[config.mk]
export PLATFORM = sky130hd
export DESIGN_NAME = brew_sequencer_flat
export DESIGN_NICKNAME = d
export VERILOG_FILES = /design/src/rtl/brew_sequencer_if.sv /design/src/rtl/brew_sequencer.sv /design/src/flat_wrapper.sv
export SDC_FILE = /design/constraint.sdc
export NUM_CORES = 1
export LEC_CHECK = 0
export ABC_AREA = 1
export BUFFER_PORTS_ARGS = -buffer_cell sky130_fd_sc_hd__buf_2
export CAP_MARGIN = 5
export CORE_ASPECT_RATIO = 0.7
export CORE_UTILIZATION = 50
export CTS_CLUSTER_DIAMETER = 30
export DETAILED_ROUTE_END_ITERATION = 10
export PLACE_DENSITY = 0.79
export SLEW_MARGIN = 30
export SYNTH_ARGS = -nofsm -noshare
export SYNTH_HDL_FRONTEND = slang
export SYNTH_SLANG_ARGS = --single-unit
export TNS_END_PERCENT = 10
[constraint.sdc]
create_clock -name clk -period 4 [get_ports clk]
set_clock_uncertainty 0.2 [all_clocks]
set_input_delay 0.4 -clock clk [delete_from_list [all_inputs] [get_ports clk]]
set_output_delay 0.4 -clock clk [all_outputs]
set_load 0.005 [all_outputs]
[src/rtl/brew_sequencer_if.sv]
// Panel/sensor bundle for the brew-cycle controller.
// The master side (panel logic, sensors) drives requests; the slave side (sequencer) drives the actuators and status.
interface brew_sequencer_if;
   logic       start_req;
   logic [1:0] size_sel;
   logic       cancel;
   logic       water_ok;
   logic       temp_ok;
   logic       fault_clr;
   logic       heater_on;
   logic       pump_on;
   logic       valve_on;
   logic       busy;
   logic       done;
   logic       fault;
   logic [1:0] fault_code;
   logic [2:0] state_dbg;

   modport master (
      output start_req, size_sel, cancel, water_ok, temp_ok, fault_clr,
      input  heater_on, pump_on, valve_on, busy, done, fault, fault_code, state_dbg
   );

   modport slave (
      input  start_req, size_sel, cancel, water_ok, temp_ok, fault_clr,
      output heater_on, pump_on, valve_on, busy, done, fault, fault_code, state_dbg
   );
endinterface

[src/rtl/brew_sequencer.sv]
// Timed brew-cycle controller: preheat -> brew -> drip -> done, with water-loss and preheat-timeout faults.
// All actuator/status outputs are registered from the next state so they switch on the same edge as the state.
module brew_sequencer #(
   parameter int unsigned PREHEAT_CYC   = 3000000,
   parameter int unsigned BREW_BASE_CYC = 2000000,
   parameter int unsigned DRIP_CYC      = 1000000
) (
   input logic            clk,
   input logic            rst_n,
   brew_sequencer_if.slave bus
);

   typedef enum logic [2:0] {
      IDLE    = 3'd0,
      PREHEAT = 3'd1,
      BREW    = 3'd2,
      DRIP    = 3'd3,
      DONE    = 3'd4,
      FAULT   = 3'd5
   } state_t;

   localparam logic [31:0] PRE_LAST  = 32'(PREHEAT_CYC - 1);
   localparam logic [31:0] DRIP_LAST = 32'(DRIP_CYC - 1);
   localparam logic [31:0] BASE      = 32'(BREW_BASE_CYC);

   state_t      state_q, state_d;
   logic [31:0] cnt_q, cnt_d;
   logic [31:0] len_q, len_d;
   logic [1:0]  code_q, code_d;
   logic        start_prev_q;
   logic        heater_q, heater_d;
   logic        pump_q, pump_d;
   logic        valve_q, valve_d;
   logic        busy_q, busy_d;
   logic        done_q, done_d;
   logic        fault_q, fault_d;
   logic        start_rise;
   logic        timed;

   assign start_rise = bus.start_req & ~start_prev_q;
   assign timed      = (state_q == PREHEAT) || (state_q == BREW) || (state_q == DRIP);

   always_comb begin
      state_d = state_q;
      len_d   = len_q;
      code_d  = code_q;
      unique case (state_q)
         IDLE: begin
            if (start_rise) begin
               if (bus.water_ok) begin
                  state_d = PREHEAT;
                  // Only the derived brew length is kept; it stands in for the latched size.
                  len_d   = (32'(bus.size_sel) + 32'd1) * BASE;
               end else begin
                  state_d = FAULT;
                  code_d  = 2'd1;
               end
            end
         end
         PREHEAT: begin
            if (bus.cancel)               state_d = IDLE;
            else if (bus.temp_ok)         state_d = BREW;
            else if (cnt_q == PRE_LAST) begin
               state_d = FAULT;
               code_d  = 2'd2;
            end
         end
         BREW: begin
            if (bus.cancel)               state_d = IDLE;
            else if (!bus.water_ok) begin
               state_d = FAULT;
               code_d  = 2'd1;
            end
            else if (cnt_q == len_q - 32'd1) state_d = DRIP;
         end
         DRIP: begin
            if (cnt_q == DRIP_LAST)       state_d = DONE;
         end
         DONE: state_d = IDLE;
         FAULT: begin
            if (bus.fault_clr && !bus.start_req) begin
               state_d = IDLE;
               code_d  = 2'd0;
            end
         end
         default: state_d = IDLE;
      endcase
   end

   always_comb begin
      cnt_d = cnt_q;
      if (state_d != state_q) cnt_d = '0;
      else if (timed)         cnt_d = cnt_q + 32'd1;
   end

   always_comb begin
      heater_d = (state_d == PREHEAT) || (state_d == BREW);
      pump_d   = (state_d == BREW);
      valve_d  = (state_d == BREW) || (state_d == DRIP);
      busy_d   = (state_d == PREHEAT) || (state_d == BREW) || (state_d == DRIP);
      done_d   = (state_d == DONE);
      fault_d  = (state_d == FAULT);
   end

   always_ff @(posedge clk or negedge rst_n) begin
      if (!rst_n) begin
         state_q      <= IDLE;
         cnt_q        <= '0;
         len_q        <= BASE;
         code_q       <= '0;
         start_prev_q <= 1'b1;
         heater_q     <= 1'b0;
         pump_q       <= 1'b0;
         valve_q      <= 1'b0;
         busy_q       <= 1'b0;
         done_q       <= 1'b0;
         fault_q      <= 1'b0;
      end else begin
         state_q      <= state_d;
         cnt_q        <= cnt_d;
         len_q        <= len_d;
         code_q       <= code_d;
         start_prev_q <= bus.start_req;
         heater_q     <= heater_d;
         pump_q       <= pump_d;
         valve_q      <= valve_d;
         busy_q       <= busy_d;
         done_q       <= done_d;
         fault_q      <= fault_d;
      end
   end

   assign bus.heater_on  = heater_q;
   assign bus.pump_on    = pump_q;
   assign bus.valve_on   = valve_q;
   assign bus.busy       = busy_q;
   assign bus.done       = done_q;
   assign bus.fault      = fault_q;
   assign bus.fault_code = code_q;
   assign bus.state_dbg  = state_q;

endmodule

[src/flat_wrapper.sv]
// flat-port wrapper written by rule: the top's interface ports become plain ports
module brew_sequencer_flat 
#(
   parameter int unsigned PREHEAT_CYC   = 3000000,
   parameter int unsigned BREW_BASE_CYC = 2000000,
   parameter int unsigned DRIP_CYC      = 1000000
)
  (clk, rst_n, bus_start_req, bus_size_sel, bus_cancel, bus_water_ok, bus_temp_ok, bus_fault_clr, bus_heater_on, bus_pump_on, bus_valve_on, bus_busy, bus_done, bus_fault, bus_fault_code, bus_state_dbg);
  brew_sequencer_if bus_i ();
  input logic clk;
  input logic rst_n;
  input wire logic [$bits(bus_i.start_req)-1:0] bus_start_req;
  input wire logic [$bits(bus_i.size_sel)-1:0] bus_size_sel;
  input wire logic [$bits(bus_i.cancel)-1:0] bus_cancel;
  input wire logic [$bits(bus_i.water_ok)-1:0] bus_water_ok;
  input wire logic [$bits(bus_i.temp_ok)-1:0] bus_temp_ok;
  input wire logic [$bits(bus_i.fault_clr)-1:0] bus_fault_clr;
  output wire logic [$bits(bus_i.heater_on)-1:0] bus_heater_on;
  output wire logic [$bits(bus_i.pump_on)-1:0] bus_pump_on;
  output wire logic [$bits(bus_i.valve_on)-1:0] bus_valve_on;
  output wire logic [$bits(bus_i.busy)-1:0] bus_busy;
  output wire logic [$bits(bus_i.done)-1:0] bus_done;
  output wire logic [$bits(bus_i.fault)-1:0] bus_fault;
  output wire logic [$bits(bus_i.fault_code)-1:0] bus_fault_code;
  output wire logic [$bits(bus_i.state_dbg)-1:0] bus_state_dbg;
  assign bus_i.start_req = bus_start_req;
  assign bus_i.size_sel = bus_size_sel;
  assign bus_i.cancel = bus_cancel;
  assign bus_i.water_ok = bus_water_ok;
  assign bus_i.temp_ok = bus_temp_ok;
  assign bus_i.fault_clr = bus_fault_clr;
  assign bus_heater_on = bus_i.heater_on;
  assign bus_pump_on = bus_i.pump_on;
  assign bus_valve_on = bus_i.valve_on;
  assign bus_busy = bus_i.busy;
  assign bus_done = bus_i.done;
  assign bus_fault = bus_i.fault;
  assign bus_fault_code = bus_i.fault_code;
  assign bus_state_dbg = bus_i.state_dbg;
  brew_sequencer #(.PREHEAT_CYC(PREHEAT_CYC), .BREW_BASE_CYC(BREW_BASE_CYC), .DRIP_CYC(DRIP_CYC)) u_core (.clk(clk), .rst_n(rst_n), .bus(bus_i));
endmodule
Yosys cells after proc, flatten, opt, wreduce, memory -nomap -nowiden
Cells that the tools add are included.
{ "classes": {"reduce_logical": 12, "n_mux": 21, "bitwise": 2, "multipliers": 1, "eq_ne": 19, "addsub": 3} }
{ "op_table": {"columns": ["op", "count"], "rows": [
  ["$mux 32", 2],
  ["$add 32x1->32 const B", 1],
  ["$eq 32x20->1 const B", 1],
  ["$eq 32x22->1 const B", 1],
  ["$eq 32x32->1", 1],
  ["$mul 32x14->25 const B", 1],
  ["$sub 32x1->32 const B", 1],
  ["$mux 3", 10],
  ["$pmux 3 s5", 1],
  ["$mux 2", 7],
  ["$eq 3x2->1 const B", 4],
  ["$eq 3x3->1 const B", 3],
  ["$ne 2x2->1 const B", 4],
  ["$pmux 2 s4", 1],
  ["$reduce_and 7->1", 1],
  ["$eq 3x1->1 const B", 2],
  ["$logic_or 1x1->1", 5],
  ["$ne 2x1->1 const B", 2],
  ["$reduce_bool 4->1", 1],
  ["$add 2x1->3 const B", 1],
  ["$logic_not 3->1", 1],
  ["$ne 3x3->1", 1],
  ["$reduce_and 3->1", 1],
  ["$reduce_bool 2->1", 1],
  ["4 further kinds", 4]
]} }
{ "totals": {"ff_bits": 69, "output_inout_bits": 11, "word_cells": 69} }

Depth between registers and ports, before layout
Gate-level depths: netlist (run 1).
{ "depth": {"ltp_word": 9, "ltp_mapped": 24, "ltp_nobuf": 23} }

Worst setup path after synthesis (run 1)
Ideal clock, no wire load.
{ "synth_timing": {"path_kind": "reg-to-reg", "from": "register u_core.len_q[15]", "to": "register u_core.cnt_q[29]", "arrival_ns": 2.477, "synth_period_minus_slack_ns": 2.797, "path_stages_with_launch": 24, "path_buffers": 1, "path_slack_ns": 1.203, "cell_sequence": "dfstp_2 inv_2 ha_1 ha_1 inv_1 nand2_1 nand3_1 nor2_1 nand2_1 nor2_1 nand2_1 nor2_1 nand2_1 nor2_1 nand2_1 nand2_1 nand2_1 nand2_1 nand2_2 nand2_2 nand2_2 nand4_4 buf_6 nor2_2"} }
{ "synth_between": {"elab_chain_cells": 8, "word_cells_on_any_way": 9} }
{ "synth_rtl": {"columns": ["item", "line_no", "source"], "rows": [
  ["start: declaration", "brew_sequencer.sv:28", "logic [31:0] len_q, len_d;"],
  ["start signal: assignment", "brew_sequencer.sv:121", "len_q <= len_d;"],
  ["$sub 32x1->32 (*)", "brew_sequencer.sv:74", "else if (cnt_q == len_q - 32'd1) state_d = DRIP;"],
  ["$eq 32x32->1 (*)", "brew_sequencer.sv:74", null],
  ["$mux 3 (*)", "brew_sequencer.sv:74", null],
  ["$mux 3 (*)", "brew_sequencer.sv:70", "else if (!bus.water_ok) begin"],
  ["$mux 3 (*)", "brew_sequencer.sv:69", "if (bus.cancel) state_d = IDLE;"],
  ["$pmux 3 s5 (*)", "brew_sequencer.sv:47", "unique case (state_q)"],
  ["net u_core.state_d[0]", "brew_sequencer.sv:26", "state_t state_q, state_d;"],
  ["$ne 3x3->1 (*)", "brew_sequencer.sv:92", "if (state_d != state_q) cnt_d = '0;"],
  ["$mux 32 or $reduce_bool 2->1 (tied branches)", null, null],
  ["end signal: assignment", "brew_sequencer.sv:120", "cnt_q <= cnt_d;"],
  ["end: declaration", "brew_sequencer.sv:27", "logic [31:0] cnt_q, cnt_d;"]
]} }
Mark *: on every way through the listed nets, which the timed path passes. The rest lies on a longest branch.
A chain may end at the register's enable or synchronous reset.

Final worst setup path (run 1)
{ "layout_timing": {"from": "register u_core.len_q[16]", "to": "register u_core.cnt_q[16]"} }
Same word-level chain as after synthesis.

==> run_results.csv, run 1 <==
group,metric,value,unit
grt,grt_pass1_wl,15.32,mm
power_and_ir_drop,cellPowerDensity,521.0,mW/mm^2
job,cap_viol_max_count,0,
timing,slew_headroom,53.02,%
logic_synthesis,ys_ff_latch,54,
grt,grt_max_degree,33,
floorplanning,num_rows,26,
setup_path,worst_setup_path_end_kind,"flop",
floorplanning,start_util,52.42,%
worst_hold_path,hold_start,"bus_cancel",
timing,setup_ws,548.1,ps
setup_path,r2r_start,"u_core.len_q[16]",
floorplanning,die_h,75.62,um
grt,antenna_found_initial,0,
clocking,cts_resized,0,
setup_path,slowest_stage,"dfrtp_1",
logic_synthesis,synth-main-ff-cell,"dfrtp_1",
route,vias,3578,
timing,hold_viol_final,0,
final_layout,diodes,0,
route,drt_wl_total,9.302,mm
status,outcome,"finished clean",
clocking,clk_path_buf_depth,2,
logic_synthesis,syn-num-nets,559,
timing,finalSetupTns,0,ps
setup_path,critPathLaunchType,"flop",
logic_synthesis,synthCells,538,
timing,setup-violations-final,0,
clocking,path_clk_slew,100,ps
route,firstDrtPassIters,5,
clocking,cts_sinks,54,
floorplanning,fp.dieW,107.2,um
setup_path,critPathMaxStageDelay,490,ps
route,vias_per_cell,5.438,
timing,worst_slew_pin_slew,704.7,ps
route,drc_errors,0,
final_layout,layout-area-overhead-vs-synth,7.434,%
logic_synthesis,synth.yosys.seq_area_share,35.10,%
setup_path,crit_arrival,3450,ps
logic_synthesis,syn_area_per_cell,7.196,um^2
timing,final_max_slew_viol_count,0,
setup_path,worst-path-max-fanout,32,
logic_synthesis,ys_warn_count,0,
place,gp_congestion,0.9968,
final_layout,drive_above_1_share,16.07,%
worst_hold_path,hold_class,"in2reg",
route,wl_per_cell,14.14,um
grt,grt_overflow,0,
floorplanning,core_area,0.007385,mm^2
place,dp_slack,611.5,ps
setup_path,cp_cell_sequence,"inv_2 -> ha_1 -> ha_1 -> nand2_1 -> nor2_4 -> nand3_1 -> nand3_1 -> nand2_1 -> nor2_1 -> nand2_1 -> nor2_1 -> nand2_1 -> nand2_1 -> nand2_1 -> nand2_1 -> nand2_2 -> nand2_2 -> nand2_2 -> nand4_4 -> buf_4 -> nor2_1",
grt,grt_usage,24.60,%
setup_path,crit_start,"u_core.len_q[16]",
logic_synthesis,synth.distinct_cells,36,
logic_synthesis,async_flop_share,100.0,%
place,io_buffers,19,
power_and_ir_drop,peakVddDrop,0.2669,mV
place,placed_area,0.004048,mm^2
clocking,cts_root_buf,"clkbuf_8",
final_layout,final_common_cell,"nand2_1",
timing,rsz0062_at_grt,"false",
timing,holdWs,119.5,ps
final_layout,finalNetCount,580,
place,place_hpwl,7.201,mm
setup_path,required,4000,ps
floorplanning,io_pins,20,
clocking,numCtsBuffers,5,
power_and_ir_drop,leakage,1.872,nW
logic_synthesis,syn_area,0.003871,mm^2
setup_path,worstSetupPathType,"reg2reg",
final_layout,design_area,0.004159,mm^2
clocking,worstSkewPairLatency,320,ps
clocking,htreeDepth,2,
timing,finalCriticalPeriod,3452,ps
timing,clock.fmax,289.7,MHz
timing,fin_crit_sh,86.30,%
clocking,tritoncts,"yes",
grt,grt_pass1_vias,3057,
logic_synthesis,synth-edff-count,0,
floorplanning,dieArea,0.008104,mm^2
setup_path,cpMostUsedCell,"nand2_1",
final_layout,final_cell_mix,"nand2_1 (135), inv_1 (75), nor2_1 (63)",
route,ant_nets,0,
route,drtIter0Drc,368,
[final timing paths]
kind	to	slack, ps	cells past startpoint
worst max-delay path	u_core.cnt_q[16]	550	21
worst min-delay path	u_core.bus.state_dbg[1]	120	2
worst max register to register	u_core.cnt_q[16]	550	21
worst min register to register	u_core.bus.fault_code[0]	310	1
max in group asynchronous	u_core.len_q[15]	2310	3
min in group asynchronous	u_core.cnt_q[15]	460	2
[metrics by stage]
stage,cells,total power [mW],util (%)
after floorplan,538,1.606,-
after global placement,648,1.791,54.81
after detailed placement,648,1.819,54.81
after CTS,658,2.154,56.32
after global routing,658,2.321,56.32
final,658,2.167,56.32
[cell families after synthesis]
group	synth area share, %
compound gates	4.461
xor+xnor	7.918
fa+ha+maj	4.072
buf+inv	9.308
flops	35.10
mux	0.5494
simple gates	38.59
[repair_timing]
| action | in CTS | in global routing |
|---|---|---|
| hold endpoints to repair | 26 | 0 |
| hold buffers | 2 | 0 |
| setup buffers | 0 | 0 |
[power by group]
part	internal, mW	leakage, nW	switching [mW]
registers	0.656	0.716	0.120
clock network	0.140	0.0482	0.190
logic	0.326	1.11	0.735
total	1.12	1.87	1.05
[worst max-delay path: cells and delay by family, from the launching register on]
kind / cells / cell delay, ps
buffers and inverters: 2 / 580
and+or+nand+nor: 17 / 1550
DFF: 1 / 490
adders and majority gates: 2 / 490
[per-layer routing]
layer  global-route usage [%]  part of all wire (%)
met3                    3.764                   9.0
met5                        0                     0
met1                    38.46                    49
met4                    6.240                   1.0
met2                    35.20                    41
[flip-flops by register name (all words and copies together) (netlist names)]
signal	count
u_core.bus.fault_code	2
u_core.bus.valve_on	1
u_core.bus.pump_on	1
u_core.bus.fault	1
u_core.bus.state_dbg	3
u_core.cnt_q	32
u_core.len_q	10
u_core.bus.busy	1
u_core.bus.done	1
u_core.bus.heater_on	1
u_core.start_prev_q	1
[Yosys cell counts (all sizes together), types with 6 or more instances]
library cell  instances  area share, %
nand4                17            3.1
nand2               141             14
nor4                  8            1.6
xnor2                10            2.3
dfrtp                48             31
o21ai                19            2.7
ha                   11            3.6
dfstp                 6            4.1
nor2                 99             13
xor2                 25            5.7
buf                   6            1.3
inv                  79            7.7
nor3                  9            1.2
nand3                39            5.3
[layout make-up]
class | instances | area [um^2]
inverter | 79 | 296.5
tap | 98 | 122.6
sequential | 54 | 1359
timing repair buffer | 24 | 137.6
fill | 676 | 3226
clock inverter | 1 | 5.005
clock buffer | 7 | 86.33
multi-input combinational | 395 | 2152
Power figures use the tool's default switching activity.
==> run 2, diff against run 1 <==
--- a/config.mk
+++ b/config.mk
@@ -8,11 +8,13 @@
 export ABC_AREA = 1
 export BUFFER_PORTS_ARGS = -buffer_cell sky130_fd_sc_hd__buf_2
 export CAP_MARGIN = 5
+export CELL_PAD_IN_SITES_DETAIL_PLACEMENT = 0
+export CELL_PAD_IN_SITES_GLOBAL_PLACEMENT = 1
 export CORE_ASPECT_RATIO = 0.7
-export CORE_UTILIZATION = 50
+export CORE_UTILIZATION = 45
 export CTS_CLUSTER_DIAMETER = 30
 export DETAILED_ROUTE_END_ITERATION = 10
-export PLACE_DENSITY = 0.79
+export PLACE_DENSITY_LB_ADDON = 0.25
 export SLEW_MARGIN = 30
 export SYNTH_ARGS = -nofsm -noshare
 export SYNTH_HDL_FRONTEND = slang
==> run 2 against run 1 <==
  * Via count down 5.6%
  * Wire length up 1.2%
  * Combinational power about the same
  * Global-route usage down 1.6 points
  * Sequential share of layout area down 0.41 points
  * Worst hold slack worse by 110 ps
  * Design area up 1.3%
  * Register-to-register slack worse by 70 ps
  * Critical endpoint is now u_core.cnt_q[12]
==> run_results.csv, run 2 (same netlist as run 1, synthesis figures left out) <==
group,metric,value,unit
clocking,tritoncts,"yes",
worst_hold_path,min_to,"u_core.start_prev_q",
floorplanning,start_util,47.75,%
setup_path,worstSetupPathType,"reg2reg",
route,vias,3378,
final_layout,final_cells,659,
final_layout,finalNetCount,578,
final_layout,final_common_cell,"nand2_1",
setup_path,cp_cell_sequence,"inv_2 -> ha_1 -> ha_1 -> inv_1 -> nand2_1 -> nand3_1 -> nor2_1 -> nand2_1 -> nor2_1 -> nand2_1 -> nor2_1 -> nand2_1 -> nor2_1 -> nand2_1 -> nand2_1 -> nand2_1 -> nand2_1 -> nand2_2 -> nand3_2 -> nand4_4 -> nor2_1",
final_layout,layout-area-overhead-vs-synth,8.791,%
setup_path,r2r_cells,21,
final_layout,design_area,0.004212,mm^2
grt,grt_usage,23.03,%
setup_path,crit_start,"u_core.len_q[15]",
job,cap_viol_max_count,0,
worst_hold_path,hold_start,"bus_start_req",
setup_path,worst-path-max-fanout,32,
floorplanning,core_area,0.008108,mm^2
place,placed_area,0.004044,mm^2
place,place_hpwl,7.270,mm
setup_path,required,4010,ps
clocking,htreeDepth,2,
setup_path,critPathLaunchType,"flop",
status,outcome,"finished clean",
grt,grt_max_degree,38,
route,vias_per_cell,5.126,
setup_path,r2r_start,"u_core.len_q[15]",
worst_hold_path,hold_class,"in2reg",
final_layout,fillerInstances,788,
floorplanning,dieArea,0.008984,mm^2
power_and_ir_drop,cellPowerDensity,539.1,mW/mm^2
clocking,numCtsBuffers,5,
clocking,clk_path_buf_depth,2,
floorplanning,io_pins,20,
worst_hold_path,hold_depth,1,
timing,hold_viol_final,0,
final_layout,multi_input_area,0.002152,mm^2
clocking,cts_sinks,54,
clocking,cts_root_buf,"clkbuf_16",
clocking,worstSkewPairLatency,300,ps
floorplanning,die_h,79.60,um
timing,finalSetupTns,0,ps
clocking,path_clk_slew,70,ps
route,wl_per_cell,14.29,um
final_layout,largest_register_ffs,32,
route,drt_wl_total,9.418,mm
final_layout,post-route-util,51.94,%
timing,worst_slew_pin_slew,677.5,ps
timing,rsz0062_at_grt,"false",
timing,final_max_slew_viol_count,0,
route,firstDrtPassIters,6,
power_and_ir_drop,leakage,1.889,nW
timing,clock.fmax,283.8,MHz
setup_path,worst_setup_path_end_kind,"flop",
grt,grt_overflow,0,
final_layout,top_register,"u_core.cnt_q",
place,io_buffers,19,
floorplanning,num_rows,27,
place,numPlacedInstances,650,
grt,grt_pass1_vias,3078,
timing,holdWs,10.78,ps
final_layout,drive_above_1_share,16.13,%
final_layout,seq_area,0.001359,mm^2
setup_path,critPathMaxStageDelay,600,ps
power_and_ir_drop,peakVddDrop,0.2946,mV
timing,finalCriticalPeriod,3524,ps
setup_path,crit_arrival,3530,ps
route,ant_nets,0,
timing,setup-violations-final,0,
final_layout,final_cell_mix,"nand2_1 (135), inv_1 (75), nor2_1 (63)",
timing,slew_headroom,54.74,%
route,drc_errors,0,
setup_path,cpMostUsedCell,"nand2_1",
place,gp_congestion,0.8729,
setup_path,regToRegSetupSlack,480,ps
grt,antenna_found_initial,0,
final_layout,diodes,0,
setup_path,slowest_stage,"dfstp_2",
floorplanning,fp.dieW,112.9,um
timing,fin_crit_sh,88.09,%
setup_path,r2r-end,"u_core.cnt_q[12]",
clocking,cts_resized,0,
grt,grt_pass1_wl,15.94,mm
route,drtIter0Drc,275,
[run 2: worst max-delay path: cells and delay by family (launching register included)]
kind          cells  cell delay, ps
buf+inv           2             140
simple gates     17            1860
flops             1             600
fa+ha+maj         2             600
[run 2: how the worst max path moves through the flow]
stage,end,cells after the start
floorplan,u_core.cnt_q[29],23
global placement,u_core.cnt_q[10],21
detailed placement,u_core.cnt_q[9],21
CTS,u_core.cnt_q[9],21
global route,u_core.cnt_q[9],21
finish,u_core.cnt_q[12],21
[run 2: layout make-up]
class	instances	share of cell area [%]
clock buffers	6	3.298
clock inverters	2	0.3862
flip-flops and latches	54	32.26
well taps	101	3.001
multi-input cells	395	51.10
inverters	79	7.041
repair buffers	22	2.911
[run 2: repair_timing]
action                                 4_1_cts  5_1_grt
buffers inserted                             0        0
hold buffers                                 0        1
endpoints found under the hold margin        0       31
[run 2: power by group]
| part | internal, mW | switching [mW] |
|---|---|---|
| logic | 0.313 | 0.726 |
| registers | 0.656 | 0.115 |
| clock network | 0.252 | 0.209 |
[run 2: layer usage]
metal	wire length, um	track usage, %	vias up
li1	-	-	1728
met1	5186	36.03	1554
met3	568	4.860	10
met5	0	0	-
met2	3557	31.48	86
met4	106	5.526	0
[run 2: metrics by stage]
step / power, mW / setup WS [ps]
floorplan: 1.606 / 1203
global placement: 1.817 / 570.1
detailed placement: 1.816 / 465.6
CTS: 2.283 / 443.5
global route: 2.463 / 2.786
finish: 2.270 / 476.5
==> run 3, diff against run 2 <==
--- a/config.mk
+++ b/config.mk
@@ -6,7 +6,7 @@
 export NUM_CORES = 1
 export LEC_CHECK = 0
 export ABC_AREA = 1
-export BUFFER_PORTS_ARGS = -buffer_cell sky130_fd_sc_hd__buf_2
+export BUFFER_PORTS_ARGS = -buffer_cell sky130_fd_sc_hd__buf_4
 export CAP_MARGIN = 5
 export CELL_PAD_IN_SITES_DETAIL_PLACEMENT = 0
 export CELL_PAD_IN_SITES_GLOBAL_PLACEMENT = 1
==> run 3 against run 2 <==
  * Combinational power rose by 8%
  * Design area is 1.6% higher
  * Critical path depth is the same
  * Final cell count stayed put
  * Total power is 6.1% higher
  * Worst setup slack worse by 80 ps
  * Count of clock-buffer cells in the layout is 1 higher
  * Register-to-register slack worse by 80 ps
==> run_results.csv, run 3 (same netlist as run 1, synthesis figures left out) <==
group,metric,value,unit
route,drt_wl_total,9.860,mm
timing,fin_crit_sh,90.10,%
clocking,cts_resized,0,
job,cap_viol_max_count,0,
timing,setup_ws,396.0,ps
setup_path,critPathLaunchType,"flop",
final_layout,design_area,0.004279,mm^2
clocking,cts_sinks,54,
final_layout,finalNetCount,578,
setup_path,critPathMaxStageDelay,600,ps
power_and_ir_drop,p_sw,1.100,mW
final_layout,layout-area-overhead-vs-synth,10.54,%
final_layout,fillerInstances,798,
setup_path,worst-path-max-fanout,16,
clocking,cts_root_buf,"clkbuf_16",
setup_path,crit_family,"simple AND/OR/NAND/NOR gates",
power_and_ir_drop,pwr-share-seq,32.1,%
setup_path,required,4010,ps
timing,rsz0062_at_grt,"false",
grt,grt_usage,23.35,%
power_and_ir_drop,p_int,1.308,mW
floorplanning,core_area,0.008108,mm^2
power_and_ir_drop,leakage,1.909,nW
route,drc_errors,0,
route,vias,3386,
setup_path,slowest_stage,"dfstp_2",
setup_path,path_buf_inv,2,
clocking,htreeDepth,2,
clocking,post_cts_buffers,0,
final_layout,drive_above_1_share,15.95,%
route,firstDrtPassIters,4,
place,numPlacedInstances,649,
clocking,tritoncts,"yes",
power_and_ir_drop,clkPwrFrac,21.5,%
setup_path,crit_arrival,3620,ps
floorplanning,io_pins,20,
floorplanning,num_rows,27,
timing,setup-violations-final,0,
final_layout,largest_register_ffs,32,
grt,grt_pass1_vias,3254,
place,placed_area,0.004084,mm^2
status,outcome,"finished clean",
route,vias_per_cell,5.138,
floorplanning,dieArea,0.008984,mm^2
floorplanning,die_h,79.60,um
route,wl_per_cell,14.96,um
setup_path,worst_setup_path_end_kind,"flop",
route,ant_nets,0,
timing,hold_viol_final,0,
timing,finalSetupTns,0,ps
final_layout,top_register,"u_core.cnt_q",
grt,grt_pass1_wl,16.35,mm
timing,finalCriticalPeriod,3604,ps
clocking,clk_path_buf_depth,2,
place,place_hpwl,7.370,mm
grt,grt_max_degree,55,
worst_hold_path,hold_class,"in2reg",
place,dp_slack,464.1,ps
final_layout,diodes,0,
final_layout,final_common_cell,"nand2_1",
power_and_ir_drop,swShare,45.68,%
setup_path,cpMostUsedCell,"nand2_1",
grt,grt_overflow,0,
timing,worst_slew_pin_slew,738.8,ps
place,gp_congestion,0.8677,
floorplanning,fp.dieW,112.9,um
route,drtIter0Drc,198,
clocking,path_clk_slew,70,ps
grt,antenna_found_initial,0,
setup_path,cp_cell_sequence,"inv_2 -> ha_1 -> ha_1 -> inv_1 -> nand2_1 -> nand3_1 -> nor2_1 -> nand2_1 -> nor2_1 -> nand2_1 -> nor2_1 -> nand2_1 -> nor2_1 -> nand2_1 -> nand2_1 -> nand2_1 -> nand2_1 -> nand2_2 -> nand3_2 -> nand4_2 -> nor2_2",
clocking,numCtsBuffers,5,
final_layout,final_cell_mix,"nand2_1 (135), inv_1 (75), nor2_1 (63)",
power_and_ir_drop,pwr-share-comb,46.3,%
power_and_ir_drop,peakVddDrop,0.3201,mV
floorplanning,start_util,47.75,%
timing,final_max_slew_viol_count,0,
final_layout,final_cells,659,
timing,clock.fmax,277.5,MHz
setup_path,worstSetupPathType,"reg2reg",
place,io_buffers,19,
power_and_ir_drop,cellPowerDensity,562.8,mW/mm^2
clocking,worstSkewPairLatency,300,ps
timing,slew_headroom,50.63,%
[run 3: metal layers]
metal	GRT usage, %	share of wire [%]	vias to the layer above
met1	35.74	56	1590
met2	33.77	40	68
li1	-	-	1723
met3	4.328	3.9	5
met5	0	0	-
met4	4.868	0.70	0
[run 3: what timing repair did]
item	CTS	global route
hold buffers	1	0
hold endpoints to repair	48	0
setup endpoints to repair	0	1
[run 3: layout make-up]
type	instances	area, um^2	share of cell area [%]
flip-flops and latches	54	1359	31.75
repair buffers	21	160.2	3.743
inverters	79	296.5	6.930
clock inverters	1	30.03	0.7018
multi-input cells	396	2165	50.58
clock buffers	7	142.6	3.333
well taps	101	126.4	2.953
[run 3: worst reg2reg max path: cells and delay by family (launching register included)]
kind	cells	cell delay [ps]
buffers and inverters	2	130
DFF	1	600
and+or+nand+nor	17	2000
adders and majority gates	2	600
[run 3: worst paths after layout]
check / from / endpoint / slack [ps] / depth (start not counted)
hold / removal: bus_start_req / u_core.start_prev_q / 10 / 1
hold reg to reg: u_core.bus.fault_code[0] / u_core.bus.fault_code[0] / 310 / 1
max in group asynchronous: rst_n / u_core.cnt_q[16] / 2620 / 2
setup / recovery: u_core.len_q[15] / u_core.cnt_q[26] / 400 / 21
min in group asynchronous: rst_n / u_core.cnt_q[26] / 500 / 2
setup reg to reg: u_core.len_q[15] / u_core.cnt_q[26] / 400 / 21
[run 3: power groups by stage]
stage          registers [mW]  logic, mW  clock network (mW)
2_1_floorplan           0.758      0.848                   0
3_3_place_gp            0.780       1.06                   0
3_5_place_dp            0.781       1.06                   0
4_1_cts                 0.771       1.07               0.527
5_1_grt                 0.788       1.25               0.542
6_report                0.773       1.12               0.519
[run 3: per-stage QoR]
stage / power (mW) / util, % / hold slack [ps]
3_5_place_dp: 1.842 / 50.37 / 303.7
6_report: 2.408 / 52.78 / 14.01
5_1_grt: 2.584 / 52.78 / 8.998
2_1_floorplan: 1.606 / - / -95.59
3_3_place_gp: 1.842 / 50.37 / 294.3
4_1_cts: 2.366 / 52.62 / 10.37
